===== src/rtl/id_stage_pipelined.sv =====
// id_stage_pipelined: decode stage of the 5-stage pipeline with an internal ID/EX register.
//   Control decode, sign extension, register file with optional same-cycle write-back
//   bypass, load-use stall detection and branch flush.
// Ports:
//   CLK, RST          clock (rising edge), asynchronous active-high reset
//   instr_in, npc_in  instruction and PC+4 from IF/ID; valid_in marks a real instruction
//   flush_in          squash the instruction currently in ID
//   wb_regwrite, wb_addr, wb_data  register-file write-back port
//   stall_out         combinational load-use stall request (hold PC and IF/ID)
//   valid_out ... rd_out           registered ID/EX fields
module id_stage_pipelined #(
   parameter int unsigned XLEN      = 32,
   parameter int unsigned NREG      = 32,
   parameter int unsigned WB_BYPASS = 1
) (
   input  logic                     CLK,
   input  logic                     RST,
   input  logic [31:0]              instr_in,
   input  logic [XLEN-1:0]          npc_in,
   input  logic                     valid_in,
   input  logic                     flush_in,
   input  logic                     wb_regwrite,
   input  logic [$clog2(NREG)-1:0]  wb_addr,
   input  logic [XLEN-1:0]          wb_data,
   output logic                     stall_out,
   output logic                     valid_out,
   output logic                     branch_eq_out,
   output logic                     branch_ne_out,
   output logic                     jump_out,
   output logic                     alusrc_out,
   output logic                     memread_out,
   output logic                     memwrite_out,
   output logic                     regwrite_out,
   output logic                     regdst_out,
   output logic                     memtoreg_out,
   output logic [1:0]               aluop_out,
   output logic [XLEN-1:0]          npc_out,
   output logic [XLEN-1:0]          rdata1_out,
   output logic [XLEN-1:0]          rdata2_out,
   output logic [XLEN-1:0]          imm_out,
   output logic [$clog2(NREG)-1:0]  rs_out,
   output logic [$clog2(NREG)-1:0]  rt_out,
   output logic [$clog2(NREG)-1:0]  rd_out
);

   localparam int unsigned AW = $clog2(NREG);

   localparam logic [5:0] OP_R    = 6'b000000;
   localparam logic [5:0] OP_LW   = 6'b100011;
   localparam logic [5:0] OP_SW   = 6'b101011;
   localparam logic [5:0] OP_BEQ  = 6'b000100;
   localparam logic [5:0] OP_BNE  = 6'b000101;
   localparam logic [5:0] OP_J    = 6'b000010;
   localparam logic [5:0] OP_ADDI = 6'b001000;

   typedef struct packed {
      logic       branch_eq;
      logic       branch_ne;
      logic       jump;
      logic       alusrc;
      logic       memread;
      logic       memwrite;
      logic       regwrite;
      logic       regdst;
      logic       memtoreg;
      logic [1:0] aluop;
   } ctrl_t;

   logic [5:0]      opcode;
   logic [AW-1:0]   rs;
   logic [AW-1:0]   rt;
   logic [AW-1:0]   rd;
   logic [XLEN-1:0] imm;
   ctrl_t           dec;
   logic            uses_rt;
   logic [XLEN-1:0] rdata1;
   logic [XLEN-1:0] rdata2;
   logic [XLEN-1:0] regs [NREG];
   ctrl_t           ctrl_q;

   assign opcode = instr_in[31:26];
   assign rs     = instr_in[21 +: AW];
   assign rt     = instr_in[16 +: AW];
   assign rd     = instr_in[11 +: AW];
   assign imm    = {{(XLEN-16){instr_in[15]}}, instr_in[15:0]};

   // Control decode; unlisted opcodes fall through as NOP.
   always_comb begin
      dec     = '0;
      uses_rt = 1'b0;
      case (opcode)
         OP_R: begin
            dec.regdst   = 1'b1;
            dec.regwrite = 1'b1;
            dec.aluop    = 2'b10;
            uses_rt      = 1'b1;
         end
         OP_LW: begin
            dec.alusrc   = 1'b1;
            dec.memread  = 1'b1;
            dec.memtoreg = 1'b1;
            dec.regwrite = 1'b1;
         end
         OP_SW: begin
            dec.alusrc   = 1'b1;
            dec.memwrite = 1'b1;
            uses_rt      = 1'b1;
         end
         OP_BEQ: begin
            dec.branch_eq = 1'b1;
            dec.aluop     = 2'b01;
            uses_rt       = 1'b1;
         end
         OP_BNE: begin
            dec.branch_ne = 1'b1;
            dec.aluop     = 2'b01;
            uses_rt       = 1'b1;
         end
         OP_J: begin
            dec.jump = 1'b1;
         end
         OP_ADDI: begin
            dec.alusrc   = 1'b1;
            dec.regwrite = 1'b1;
         end
         default: dec = '0;
      endcase
   end

   // Register file; entry 0 is never written so it stays zero from reset.
   always_ff @(posedge CLK or posedge RST) begin
      if (RST) begin
         for (int unsigned i = 0; i < NREG; i++) begin
            regs[i] <= '0;
         end
      end else if (wb_regwrite && (wb_addr != '0)) begin
         regs[wb_addr] <= wb_data;
      end
   end

   // Read ports, with optional forwarding of the write happening this cycle.
   always_comb begin
      rdata1 = (rs == '0) ? '0 : regs[rs];
      rdata2 = (rt == '0) ? '0 : regs[rt];
      if ((WB_BYPASS != 0) && wb_regwrite && (wb_addr != '0)) begin
         if (wb_addr == rs) rdata1 = wb_data;
         if (wb_addr == rt) rdata2 = wb_data;
      end
   end

   // Load in EX whose destination is a source of the instruction in ID.
   // A flush wins: the dependent instruction is being discarded anyway.
   assign stall_out = valid_in && valid_out && ctrl_q.memread && (rt_out != '0) &&
                      ((rt_out == rs) || (uses_rt && (rt_out == rt))) && !flush_in;

   // ID/EX register: flush and stall both insert a bubble; data fields load freely.
   always_ff @(posedge CLK or posedge RST) begin
      if (RST) begin
         valid_out  <= 1'b0;
         ctrl_q     <= '0;
         npc_out    <= '0;
         rdata1_out <= '0;
         rdata2_out <= '0;
         imm_out    <= '0;
         rs_out     <= '0;
         rt_out     <= '0;
         rd_out     <= '0;
      end else begin
         npc_out    <= npc_in;
         rdata1_out <= rdata1;
         rdata2_out <= rdata2;
         imm_out    <= imm;
         rs_out     <= rs;
         rt_out     <= rt;
         rd_out     <= rd;
         if (flush_in || stall_out) begin
            valid_out <= 1'b0;
            ctrl_q    <= '0;
         end else begin
            valid_out <= valid_in;
            ctrl_q    <= valid_in ? dec : '0;
         end
      end
   end

   assign branch_eq_out = ctrl_q.branch_eq;
   assign branch_ne_out = ctrl_q.branch_ne;
   assign jump_out      = ctrl_q.jump;
   assign alusrc_out    = ctrl_q.alusrc;
   assign memread_out   = ctrl_q.memread;
   assign memwrite_out  = ctrl_q.memwrite;
   assign regwrite_out  = ctrl_q.regwrite;
   assign regdst_out    = ctrl_q.regdst;
   assign memtoreg_out  = ctrl_q.memtoreg;
   assign aluop_out     = ctrl_q.aluop;

endmodule

===== config.mk =====
export PLATFORM = sky130hd
export DESIGN_NAME = id_stage_pipelined
export DESIGN_NICKNAME = d
export VERILOG_FILES = /design/src/rtl/id_stage_pipelined.sv
export SDC_FILE = /design/constraint.sdc
export NUM_CORES = 2
export LEC_CHECK = 0
export CORE_MARGIN = 1.5
export CORE_UTILIZATION = 50
export CTS_CLUSTER_SIZE = 25
export DETAILED_ROUTE_END_ITERATION = 8
export PLACE_DENSITY = 0.68
export RECOVER_POWER = 25
export SLEW_MARGIN = 20
export SYNTH_ARGS = -nofsm -noshare
export SYNTH_HDL_FRONTEND = slang
export SYNTH_SLANG_ARGS = --single-unit

===== constraint.sdc =====
create_clock -name CLK -period 98.5 [get_ports CLK]
set_input_delay 14.775 -clock CLK [delete_from_list [all_inputs] [get_ports CLK]]
set_output_delay 14.775 -clock CLK [all_outputs]
set_load 0.03 [all_outputs]

==> summary.md <==
| Metric | Value |
|---|---|
| Max-cap violations | `17` |
| Asr flop ratio synth | `100.0%` |
| Commonest non-fill, non-tap cell in the layout | `dfrtp_1` |
| Rows | `125` |
| Core area | `0.1165 mm²` |
| Worst hold path class | `flop to flop` |
| CP Launch Point | `instr_in[21]` |
| Vias per std cell | `6.840` |
| Status | `finished, violations left` |
| Clk_lat worst skew | `760 ps` |
| Gr usage total | `32.81%` |
| Area of the multi-input gates | `0.02790 mm²` |
| Vias in the first global route | `40707` |
| Initial antenna violation count | `16` |
| Lkg Pwr | `29.42 nW` |
| Final count of hold timing violations | `0` |
| Die width | `346.2 µm` |
| Synth Net Count | `4419` |
| Number of synthesized flops with an enable pin | `0` |
| Min-delay src | `regs[1014]` |
| Total iterations of the first detailed-routing run | `6` |
| Synthesis Warnings | `0` |
| Area Growth Syn to Fin | `13.15%` |
| Peak supply drop | `0.01710 mV` |
| Setup Fix Bufs, Post-CTS | `0` |
| Synth area leaders | `dfrtp_1 (49%), mux2_2 (19%), mux4_2 (9.8%)` |
| Dominant synthesized flop cell | `dfrtp_1` |
| First-pass GRT wire length | `286900 µm` |
| Setup TNS | `0 ps` |
| Cells after Synth | `4313` |
| Root Driver | `clkbuf_16` |
| Hold_buf cts | `0` |
| Setup crit start kind | `primary input` |
| Post-route ant nets | `0` |
| Hold WS | `396.7 ps` |
| Design Area, Final | `0.06665 mm²` |
| DPL Wire Length | `110400 µm` |
| Worst setup EP type | `primary output` |
| H-tree Lvls | `4` |
| Fillers | `9405` |
| Share of cells above drive strength 1 | `36.71%` |
| Dpl cell area | `0.06237 mm²` |
| Sink Count | `1156` |
| Yosys top cell by area | `dfrtp_1` |
| Post-synthesis sequential area ratio | `49.11%` |
| I/O Buffers | `261` |
| Relative slew slack | `-213.3%` |
| Yosys cell types | `54` |
| TritonCTS Buffers | `130` |
| Clock skew | `24.09 ps` |
| FF/Latch Area | `0.02893 mm²` |
| # resized after CTS | `0` |
| Routability cong. | `0.8584` |
| Iter 0 DRT Violations | `4703` |
| Final min period | `34550 ps` |
| Kind of critical path | `primary input to primary output` |
| Post-Syn Area per Cell | `13.66 µm²` |
| Clk buf depth | `3` |
| Worst-Margin Slew | `4673 ps` |
| Reg clk slew, reported paths | `60 ps` |
| Die area | `0.1199 mm²` |
| Reg-to-Reg Start | `rt_out[3]` |
| Final period util | `35.07%` |
| RSZ-0062 raised after global routing | `no` |
| Die H | `346.2 µm` |
| Total number of vias | `40799` |
| CTS tree | `done` |
| WP data arrival | `19770 ps` |
| Failing checks | `max-capacitance violations, max-slew violations` |
| Overflow after GRT | `0` |
| # IOs | `262` |
| WL per Instance | `33.20 µm` |
| Share of the synthesized area in the top cell type | `49.11%` |
| Max Clk Rate | `28.95 MHz` |
| Largest net degree at the start of global routing | `106` |
| Final setup violation count | `0` |
| Syn Std Cell Area | `0.05890 mm²` |
| DRC | `0` |
| Most frequent cells in the layout | `dfrtp_1 (1156), mux2_2 (992), mux2i_1 (512), mux4_2 (256), o22ai_1 (161)` |
| Critical path peak fanout | `49` |
| Initial core utilization | `50.55%` |
| Req. time, crit path | `83720 ps` |
| Final wirelength | `198000 µm` |
| Final Max Tran Viols | `787` |
| Nets | `4451` |
| #FFs+latches synth | `1156` |
| Pwr dens | `20.82 mW/mm²` |
## registers in the layout, summed over array words and instances (netlist names)
register / flops
aluop_out: 2
alusrc_out: 1
branch_eq_out: 1
branch_ne_out: 1
imm_out: 12
jump_out: 1
memread_out: 1
memwrite_out: 1
npc_out: 32
rd_out: 4
rdata1_out: 32
rdata2_out: 32
regs: 1024
regwrite_out: 1
rs_out: 5
rt_out: 5
valid_out: 1
## logic make-up (layout without fill, tap and decap cells)
group	after synthesis	after routing	share of synthesized area [%]
xor+xnor	20	20	0.2974
mux	1761	1761	37.47
simple gates	399	399	3.184
other cells	0	4	0
compound gates	484	484	6.011
flops	1156	1156	49.11
buf+inv	493	617	3.923
## report_power, final
group	switching (mW)	internal, mW	leakage [nW]	total [mW]
registers	0.0615	0.560	14.8	0.621
clock network	0.200	0.304	2.16	0.503
logic	0.121	0.142	12.5	0.263
## area by class of cell
type,instances,area share [%]
sequential,1156,43.40
multi-input combinational,2664,41.86
clock buffer,189,5.880
timing repair buffer,391,5.272
tap,1524,2.861
clock inverter,35,0.7002
antenna,4,0.01502
inverter,2,0.01314
## cells in the mapped netlist, types with 2 or more instances
master / n
mux2i_1: 512
o2111ai_1: 10
or3b_2: 4
xnor2_1: 9
nor4_1: 57
a211oi_1: 41
nor3b_1: 6
or3b_1: 2
mux2_2: 992
nand2b_1: 4
nand3_1: 8
buf_6: 3
a22oi_1: 63
mux4_2: 256
buf_2: 166
buf_4: 61
xor2_1: 11
a221o_1: 31
nand3b_1: 10
nor3_1: 16
nor2b_1: 6
o21bai_1: 13
dfrtp_1: 1156
o21ai_0: 42
o221ai_1: 22
o41ai_1: 31
o22a_1: 9
or3_1: 5
nand4b_1: 2
buf_1: 15
a21oi_1: 24
nor2_1: 91
nand4_1: 3
nand2_1: 174
clkbuf_1: 245
a32o_1: 32
or4_1: 3
o22ai_1: 161
inv_1: 2
## per-layer routing
| layer | track usage, % | part of all wire [%] |
|---|---|---|
| met4 | 13.40 | 4.5 |
| met3 | 9.121 | 11 |
| met2 | 48.53 | 44 |
| met5 | 0 | 0.033 |
| met1 | 45.61 | 41 |
## worst max-delay path, cell delays in order
cell and delay, ps:
clkbuf_1 2960, xnor2_1 270, nand3_1 230, a21oi_1 630, nor2b_1 200, clkdlybuf4s50_1 670
## per-stage QoR
stage / power [mW] / cells / worst slack (ps) / util [%]
after detailed placement: 0.8874 / 5736 / 65990 / 53.53
final: 1.388 / 5965 / 63950 / 57.20
after global routing: 1.440 / 5961 / 63560 / 57.19
after CTS: 1.391 / 5960 / 66010 / 57.29
after global placement: 0.8773 / 5735 / 66040 / 53.51
after floorplan: 0.8077 / 4313 / 51170 / -
## final timing paths
check / endpoint / slack, ps / cells after the start
hold / removal: regs[1014] / 400 / 0
min in group asynchronous: imm_out[10] / 15900 / 2
setup / recovery: stall_out / 63950 / 6
setup reg to reg: jump_out / 96030 / 6
max in group asynchronous: regs[569] / 76700 / 5
hold reg to reg: regs[1014] / 400 / 0
No activity file was read; power rests on OpenSTA's default activity.
